===== config.mk =====
export PLATFORM = sky130hd
export DESIGN_NAME = output_process_spi
export DESIGN_NICKNAME = d
export VERILOG_FILES = /design/src/rtl/output_process_spi_pkg.sv /design/src/rtl/sync_fifo_spi.sv /design/src/rtl/output_process_spi.sv
export SDC_FILE = /design/constraint.sdc
export NUM_CORES = 2
export LEC_CHECK = 0
export CELL_PAD_IN_SITES_DETAIL_PLACEMENT = 1
export CELL_PAD_IN_SITES_GLOBAL_PLACEMENT = 1
export CORE_MARGIN = 2
export CORE_UTILIZATION = 40
export DETAILED_ROUTE_END_ITERATION = 6
export PLACE_DENSITY = 0.56
export SYNTH_ARGS = -nofsm -noshare
export SYNTH_HDL_FRONTEND = slang
export SYNTH_SLANG_ARGS = --single-unit

===== constraint.sdc =====
create_clock -name SYS_CLK -period 7.15 [get_ports SYS_CLK]
set_input_delay 1.43 -clock SYS_CLK [delete_from_list [all_inputs] [get_ports SYS_CLK]]
set_output_delay 1.43 -clock SYS_CLK [all_outputs]
set_load 0.01 [all_outputs]

===== src/rtl/output_process_spi_pkg.sv =====
// Shared frame geometry, defaults and state encoding for the SPI transmit path.
package output_process_spi_pkg;

  localparam int SPI_FRAME_W   = 19;
  localparam int SPI_ADDR_W    = 3;
  localparam int SPI_DATA_W    = 16;
  localparam int SPI_FIFO_SIZE = 256;

  localparam logic [SPI_ADDR_W-1:0] SPI_3BIT_ADDR = 3'd1;

  typedef enum logic [1:0] {
    ST_IDLE  = 2'd0,
    ST_SHIFT = 2'd1,
    ST_LOAD  = 2'd2,
    ST_GAP   = 2'd3
  } tx_state_e;

  function automatic logic [SPI_FRAME_W-1:0] make_frame(
    input logic [SPI_ADDR_W-1:0] addr,
    input logic [SPI_DATA_W-1:0] data
  );
    return {addr, data};
  endfunction

endpackage


===== src/rtl/sync_fifo_spi.sv =====
// Single-clock show-ahead FIFO: head word is always visible on rdata_o, with a
// registered fill count, full flag and a sticky overflow flag.
module sync_fifo_spi import output_process_spi_pkg::*; #(
  parameter int DEPTH = SPI_FIFO_SIZE,
  parameter int WIDTH = SPI_DATA_W
) (
  input  logic                       clk_i,
  input  logic                       rst_ni,
  input  logic                       wr_i,
  input  logic [WIDTH-1:0]           wdata_i,
  input  logic                       rd_i,
  output logic [WIDTH-1:0]           rdata_o,
  output logic [$clog2(DEPTH):0]     used_o,
  output logic                       full_o,
  output logic                       ovf_o
);

  localparam int AW = $clog2(DEPTH);

  logic [WIDTH-1:0] mem_q [DEPTH];
  logic [AW-1:0]    wr_ptr_q;
  logic [AW-1:0]    rd_ptr_q;
  logic [AW:0]      used_q;
  logic             full_q;
  logic             ovf_q;
  logic             wr_en_s;
  logic             rd_en_s;

  assign wr_en_s = wr_i & ~full_q;
  assign rd_en_s = rd_i & (used_q != '0);

  // Storage carries no reset; emptiness is defined by the pointers and count.
  always_ff @(posedge clk_i) begin
    if (wr_en_s) mem_q[wr_ptr_q] <= wdata_i;
  end

  always_ff @(posedge clk_i or negedge rst_ni) begin
    if (!rst_ni) begin
      wr_ptr_q <= '0;
      rd_ptr_q <= '0;
      used_q   <= '0;
      full_q   <= 1'b0;
      ovf_q    <= 1'b0;
    end else begin
      if (wr_en_s) wr_ptr_q <= wr_ptr_q + 1'b1;
      if (rd_en_s) rd_ptr_q <= rd_ptr_q + 1'b1;
      case ({wr_en_s, rd_en_s})
        2'b10: begin
          used_q <= used_q + 1'b1;
          full_q <= (used_q == (AW+1)'(DEPTH-1));
        end
        2'b01: begin
          used_q <= used_q - 1'b1;
          full_q <= 1'b0;
        end
        default: begin
          used_q <= used_q;
          full_q <= full_q;
        end
      endcase
      if (wr_i && full_q) ovf_q <= 1'b1;
    end
  end

  assign rdata_o = mem_q[rd_ptr_q];
  assign used_o  = used_q;
  assign full_o  = full_q;
  assign ovf_o   = ovf_q;

endmodule


===== src/rtl/output_process_spi.sv =====
// SPI transmit path: buffers 16-bit words and serialises each as a 19-bit
// {ADDR, data} frame on TX_CLK/TX_DATA/TX_LOAD, gated by the far-end stop line.
module output_process_spi import output_process_spi_pkg::*; #(
  parameter int                     FIFO_DEPTH = SPI_FIFO_SIZE,
  parameter int                     CLK_DIV    = 4,
  parameter logic [SPI_ADDR_W-1:0]  ADDR       = SPI_3BIT_ADDR
) (
  input  logic                          SYS_CLK,
  input  logic                          RST,
  input  logic                          WR_REQ,
  input  logic [SPI_DATA_W-1:0]         DATA,
  output logic                          FULL,
  output logic [$clog2(FIFO_DEPTH):0]   USED,
  output logic                          OVF,
  input  logic                          RX_STOP,
  output logic                          TX_CLK,
  output logic                          TX_DATA,
  output logic                          TX_LOAD,
  output logic                          BUSY
);

  localparam int DIV_W = $clog2(CLK_DIV);

  tx_state_e              state_q;
  logic [DIV_W-1:0]       div_q;
  logic [4:0]             bit_cnt_q;
  logic [SPI_FRAME_W-2:0] shreg_q;
  logic                   ph_q;
  logic                   lead_q;
  logic                   tx_clk_q, tx_data_q, tx_load_q, busy_q;
  logic                   stop_meta_q, stop_s_q;
  logic [SPI_DATA_W-1:0]  head_s;
  logic [SPI_FRAME_W-1:0] frame_d;
  logic                   pop_s;
  logic                   tick_s;

  sync_fifo_spi #(.DEPTH(FIFO_DEPTH), .WIDTH(SPI_DATA_W)) u_fifo (
    .clk_i   (SYS_CLK),
    .rst_ni  (RST),
    .wr_i    (WR_REQ),
    .wdata_i (DATA),
    .rd_i    (pop_s),
    .rdata_o (head_s),
    .used_o  (USED),
    .full_o  (FULL),
    .ovf_o   (OVF)
  );

  assign frame_d = make_frame(ADDR, head_s);
  assign pop_s   = (state_q == ST_IDLE) && (USED != '0) && !stop_s_q;
  assign tick_s  = (div_q == DIV_W'(CLK_DIV-1));

  // Two-flop synchroniser for the far-end stop request.
  always_ff @(posedge SYS_CLK or negedge RST) begin
    if (!RST) begin
      stop_meta_q <= 1'b0;
      stop_s_q    <= 1'b0;
    end else begin
      stop_meta_q <= RX_STOP;
      stop_s_q    <= stop_meta_q;
    end
  end

  // Serialiser FSM. Each frame opens with one clockless TX_CLK period so the
  // first bit has a full period of setup, giving 43 half-periods per frame.
  always_ff @(posedge SYS_CLK or negedge RST) begin
    if (!RST) begin
      state_q   <= ST_IDLE;
      div_q     <= '0;
      bit_cnt_q <= 5'd0;
      shreg_q   <= '0;
      ph_q      <= 1'b0;
      lead_q    <= 1'b0;
      tx_clk_q  <= 1'b0;
      tx_data_q <= 1'b0;
      tx_load_q <= 1'b0;
      busy_q    <= 1'b0;
    end else begin
      div_q <= (state_q == ST_IDLE || tick_s) ? '0 : div_q + 1'b1;
      case (state_q)
        ST_IDLE: begin
          tx_clk_q  <= 1'b0;
          tx_load_q <= 1'b0;
          if (pop_s) begin
            shreg_q   <= frame_d[SPI_FRAME_W-2:0];
            tx_data_q <= frame_d[SPI_FRAME_W-1];
            bit_cnt_q <= 5'd0;
            ph_q      <= 1'b0;
            lead_q    <= 1'b1;
            busy_q    <= 1'b1;
            state_q   <= ST_SHIFT;
          end
        end
        ST_SHIFT: if (tick_s) begin
          ph_q <= ~ph_q;
          if (!ph_q) begin
            tx_clk_q <= ~lead_q;
          end else begin
            tx_clk_q <= 1'b0;
            if (lead_q) begin
              lead_q <= 1'b0;
            end else if (bit_cnt_q == 5'd18) begin
              tx_load_q <= 1'b1;
              state_q   <= ST_LOAD;
            end else begin
              bit_cnt_q <= bit_cnt_q + 5'd1;
              tx_data_q <= shreg_q[SPI_FRAME_W-2];
              shreg_q   <= {shreg_q[SPI_FRAME_W-3:0], 1'b0};
            end
          end
        end
        ST_LOAD: if (tick_s) begin
          ph_q <= ~ph_q;
          if (!ph_q) begin
            tx_clk_q <= 1'b1;
          end else begin
            tx_clk_q  <= 1'b0;
            tx_load_q <= 1'b0;
            state_q   <= ST_GAP;
          end
        end
        ST_GAP: if (tick_s) begin
          busy_q  <= 1'b0;
          state_q <= ST_IDLE;
        end
        default: state_q <= ST_IDLE;
      endcase
    end
  end

  assign TX_CLK  = tx_clk_q;
  assign TX_DATA = tx_data_q;
  assign TX_LOAD = tx_load_q;
  assign BUSY    = busy_q;

endmodule


==> reports/results.txt <==
status: completed
Setup Fix Bufs, Post-CTS: 0
RSZ-0062 raised after global routing: no
post-synthesis sequential area ratio: 77.6%
leakage: 56.6 nW
Critical Path RT: 8.02 ns
Tot Pwr: 70.2 mW
most frequent cell after synthesis: edfxtp_1
Synth area leaders: edfxtp_1 (77%), mux4_2 (13%), mux2i_1 (2.2%)
reg-to-reg startpoint: u_fifo.rd_ptr_q[0]
GRT overflow: 0
Period minus WS final: 5.07 ns
GPL Wtd Cong: 0.834
post-route ant nets: 0
die area: 407000 sq um
CTS tree: built
Root Buffer: clkbuf_16
initial antenna violation count: 40
clock latency on the worst-skew pair: 1.00 ns
Setup WS post-layout: 2.08 ns
detailed placement HPWL: 302 mm
achievable frequency: 0.197 GHz
vias in the first global route: 82300
Yosys top cell area share: 76.6%
gr usage total: 24.5%
drt via density: 6.02
Area Growth Syn to Fin: 13.7%
Slowest Stage Delay on Critical Path: 1.03 ns
initial core utilization: 40.2%
max-slew violations: 0
pwr/cell area: 385 nW/um^2
total CTS buffers: 434
chip height: 638 um
Unique masters post-synth: 72
Ys Warns: 0
CTS Buffer Depth: 4
register area: 125000 sq um
worst setup path class: reg2reg
IO buf count: 34
PostCTS Resize Cnt: 0
Die W: 638 um
Slew @ Worst Pin: 1.28 ns
placed cells: 12600
Nets: 7766
worst clock skew: 0.0825 ns
CP arrival: 5.94 ns
worst-case hold slack: 0.271 ns
Multi-input gate area: 34300 sq um
Mapped Area: 161000 sq um
# H-tree levels: 5
Finished Cell Area: 183000 sq um
Post-DP Area: 169000 sq um
core area: 399000 sq um
largest net degree at the start of global routing: 157
Mapped Cells: 7399
Mapped Nets: 7441
global-route wire length before repair: 694 mm
ys flop type: edfxtp_1
Clk pin slew, worst setup/hold paths: 0.06 ns
Rows: 232
hold crit path type: in2async
Max IR drop VDD: 0.268 mV
R2R cell count: 9
crit-path cells: buf_4 > nand3b_1 > buf_4 > o221ai_1 > a211o_1 > a221oi_1 > o21ai_0 > nand2_1 > o21ai_0
hold_buf cts: 0
final setup fails: 0
crit-path max FO: 24
# fillers: 36000
asr flop ratio synth: 1.49%
Non-Filler Instances: 13400
number of synthesized register bits: 4158
Via Count: 80500
clock sinks: 4158
WL/cell: 37.6 um
Final Cycle Share: 70.9%
reg2reg setup slack: 2.08 ns
Slew HR: 14.5%
drt first pass iters: 6
leading area contributor after synthesis: edfxtp_1
Final Core Density: 45.7%
RR Endpoint: shreg_q[1]
Max Cap Viol: 0
final wirelength: 502 mm
Post-route DRC: 0
Place WS: 1.48 ns
Avg Cell Area, Syn: 21.7 sq um
setup TNS: 0 ns
number of synthesized flops with an enable pin: 4096
Critical Path End Type: register
Commonest cells post-synth: edfxtp_1 (4096), mux4_2 (950), mux2i_1 (349), nor2_1 (332), nand2_1 (211)
DRT iter0 DRCs: 10200
layout cells sized above 1: 26.3%
startpoint types: register
I/O pin cnt: 35
CP max stage cell: dfrtp_4
Hold Vio Cnt, Final: 0
-- layout by cell type (no fill, tap or decap), types with 59 or more instances in the layout --
cell type and instances:
o21ai_0 84, clkinv_2 92, a22oi_1 120, clkbuf_16 443
mux4_2 950, edfxtp_1 4096, nor2_1 150, a221oi_1 59
a21oi_1 114, clkbuf_1 76, buf_4 253, nor2_2 177
mux2i_1 349, clkinv_1 110, nand2_1 211
-- area by class of cell --
cell class | instances | area share [%]
Sequential cell | 4158 | 68.2
Multi-Input combinational cell | 2781 | 18.8
Clock buffer | 521 | 6.24
Tap cell | 5265 | 3.61
Timing Repair Buffer | 326 | 1.70
Clock inverter | 275 | 1.37
Inverter | 23 | 0.0521
Antenna cell | 14 | 0.0192
-- cells by family (layout without fill, tap and decap cells) --
| group | count (synthesis) | count (layout) | share of synthesized area (%) |
|---|---|---|---|
| simple gates | 733 | 733 | 1.97 |
| compound gates | 685 | 685 | 3.00 |
| xor+xnor | 21 | 21 | 0.115 |
| fa+ha+maj | 22 | 22 | 0.176 |
| other cells | 0 | 14 | 0 |
| mux | 1320 | 1320 | 15.6 |
| flops | 4158 | 4158 | 77.6 |
| buf+inv | 460 | 1145 | 1.55 |
-- routing by layer --
layer	track usage, %	vias to the layer above	share of wire (%)
met5	0	-	0.011
met3	4.02	680	7.4
met1	35.9	44500	43
li1	-	31900	-
met2	38.2	3403	46
met4	6.58	8	2.9
-- worst max path at each step --
| stage | endpoint | cells past startpoint | startpoint |
|---|---|---|---|
| 5_1_grt | shreg_q[15] | 9 | u_fifo.rd_ptr_q[0] |
| 3_5_place_dp | u_fifo.used_o[8] | 13 | WR_REQ |
| 4_1_cts | shreg_q[1] | 9 | u_fifo.rd_ptr_q[0] |
| 3_3_place_gp | u_fifo.used_o[8] | 13 | WR_REQ |
| 2_1_floorplan | u_fifo.used_o[8] | 11 | WR_REQ |
| 6_report | shreg_q[1] | 9 | u_fifo.rd_ptr_q[0] |
-- power by group --
part	switching, mW	total, mW	internal [mW]
registers	0.510	27.7	27.2
clock network	9.60	22.4	12.8
logic	12.9	20.2	7.35
-- registers in the layout (all words and copies together) (netlist names), 2 cells and up --
register         count
u_fifo.mem_q      4096
shreg_q             18
u_fifo.used_o        9
u_fifo.rd_ptr_q      8
u_fifo.wr_ptr_q      8
bit_cnt_q            5
div_q                2
state_q              2
-- critical path, delay by kind of cell (launching register included) --
| kind | cells | cell delay [ns] |
|---|---|---|
| AO/OA/AOI/OAI | 5 | 1.92 |
| flip-flops | 1 | 1.03 |
| buffers and inverters | 2 | 1.12 |
| AND/OR/NAND/NOR | 2 | 0.71 |
No activity file was read; power rests on OpenSTA's default activity.
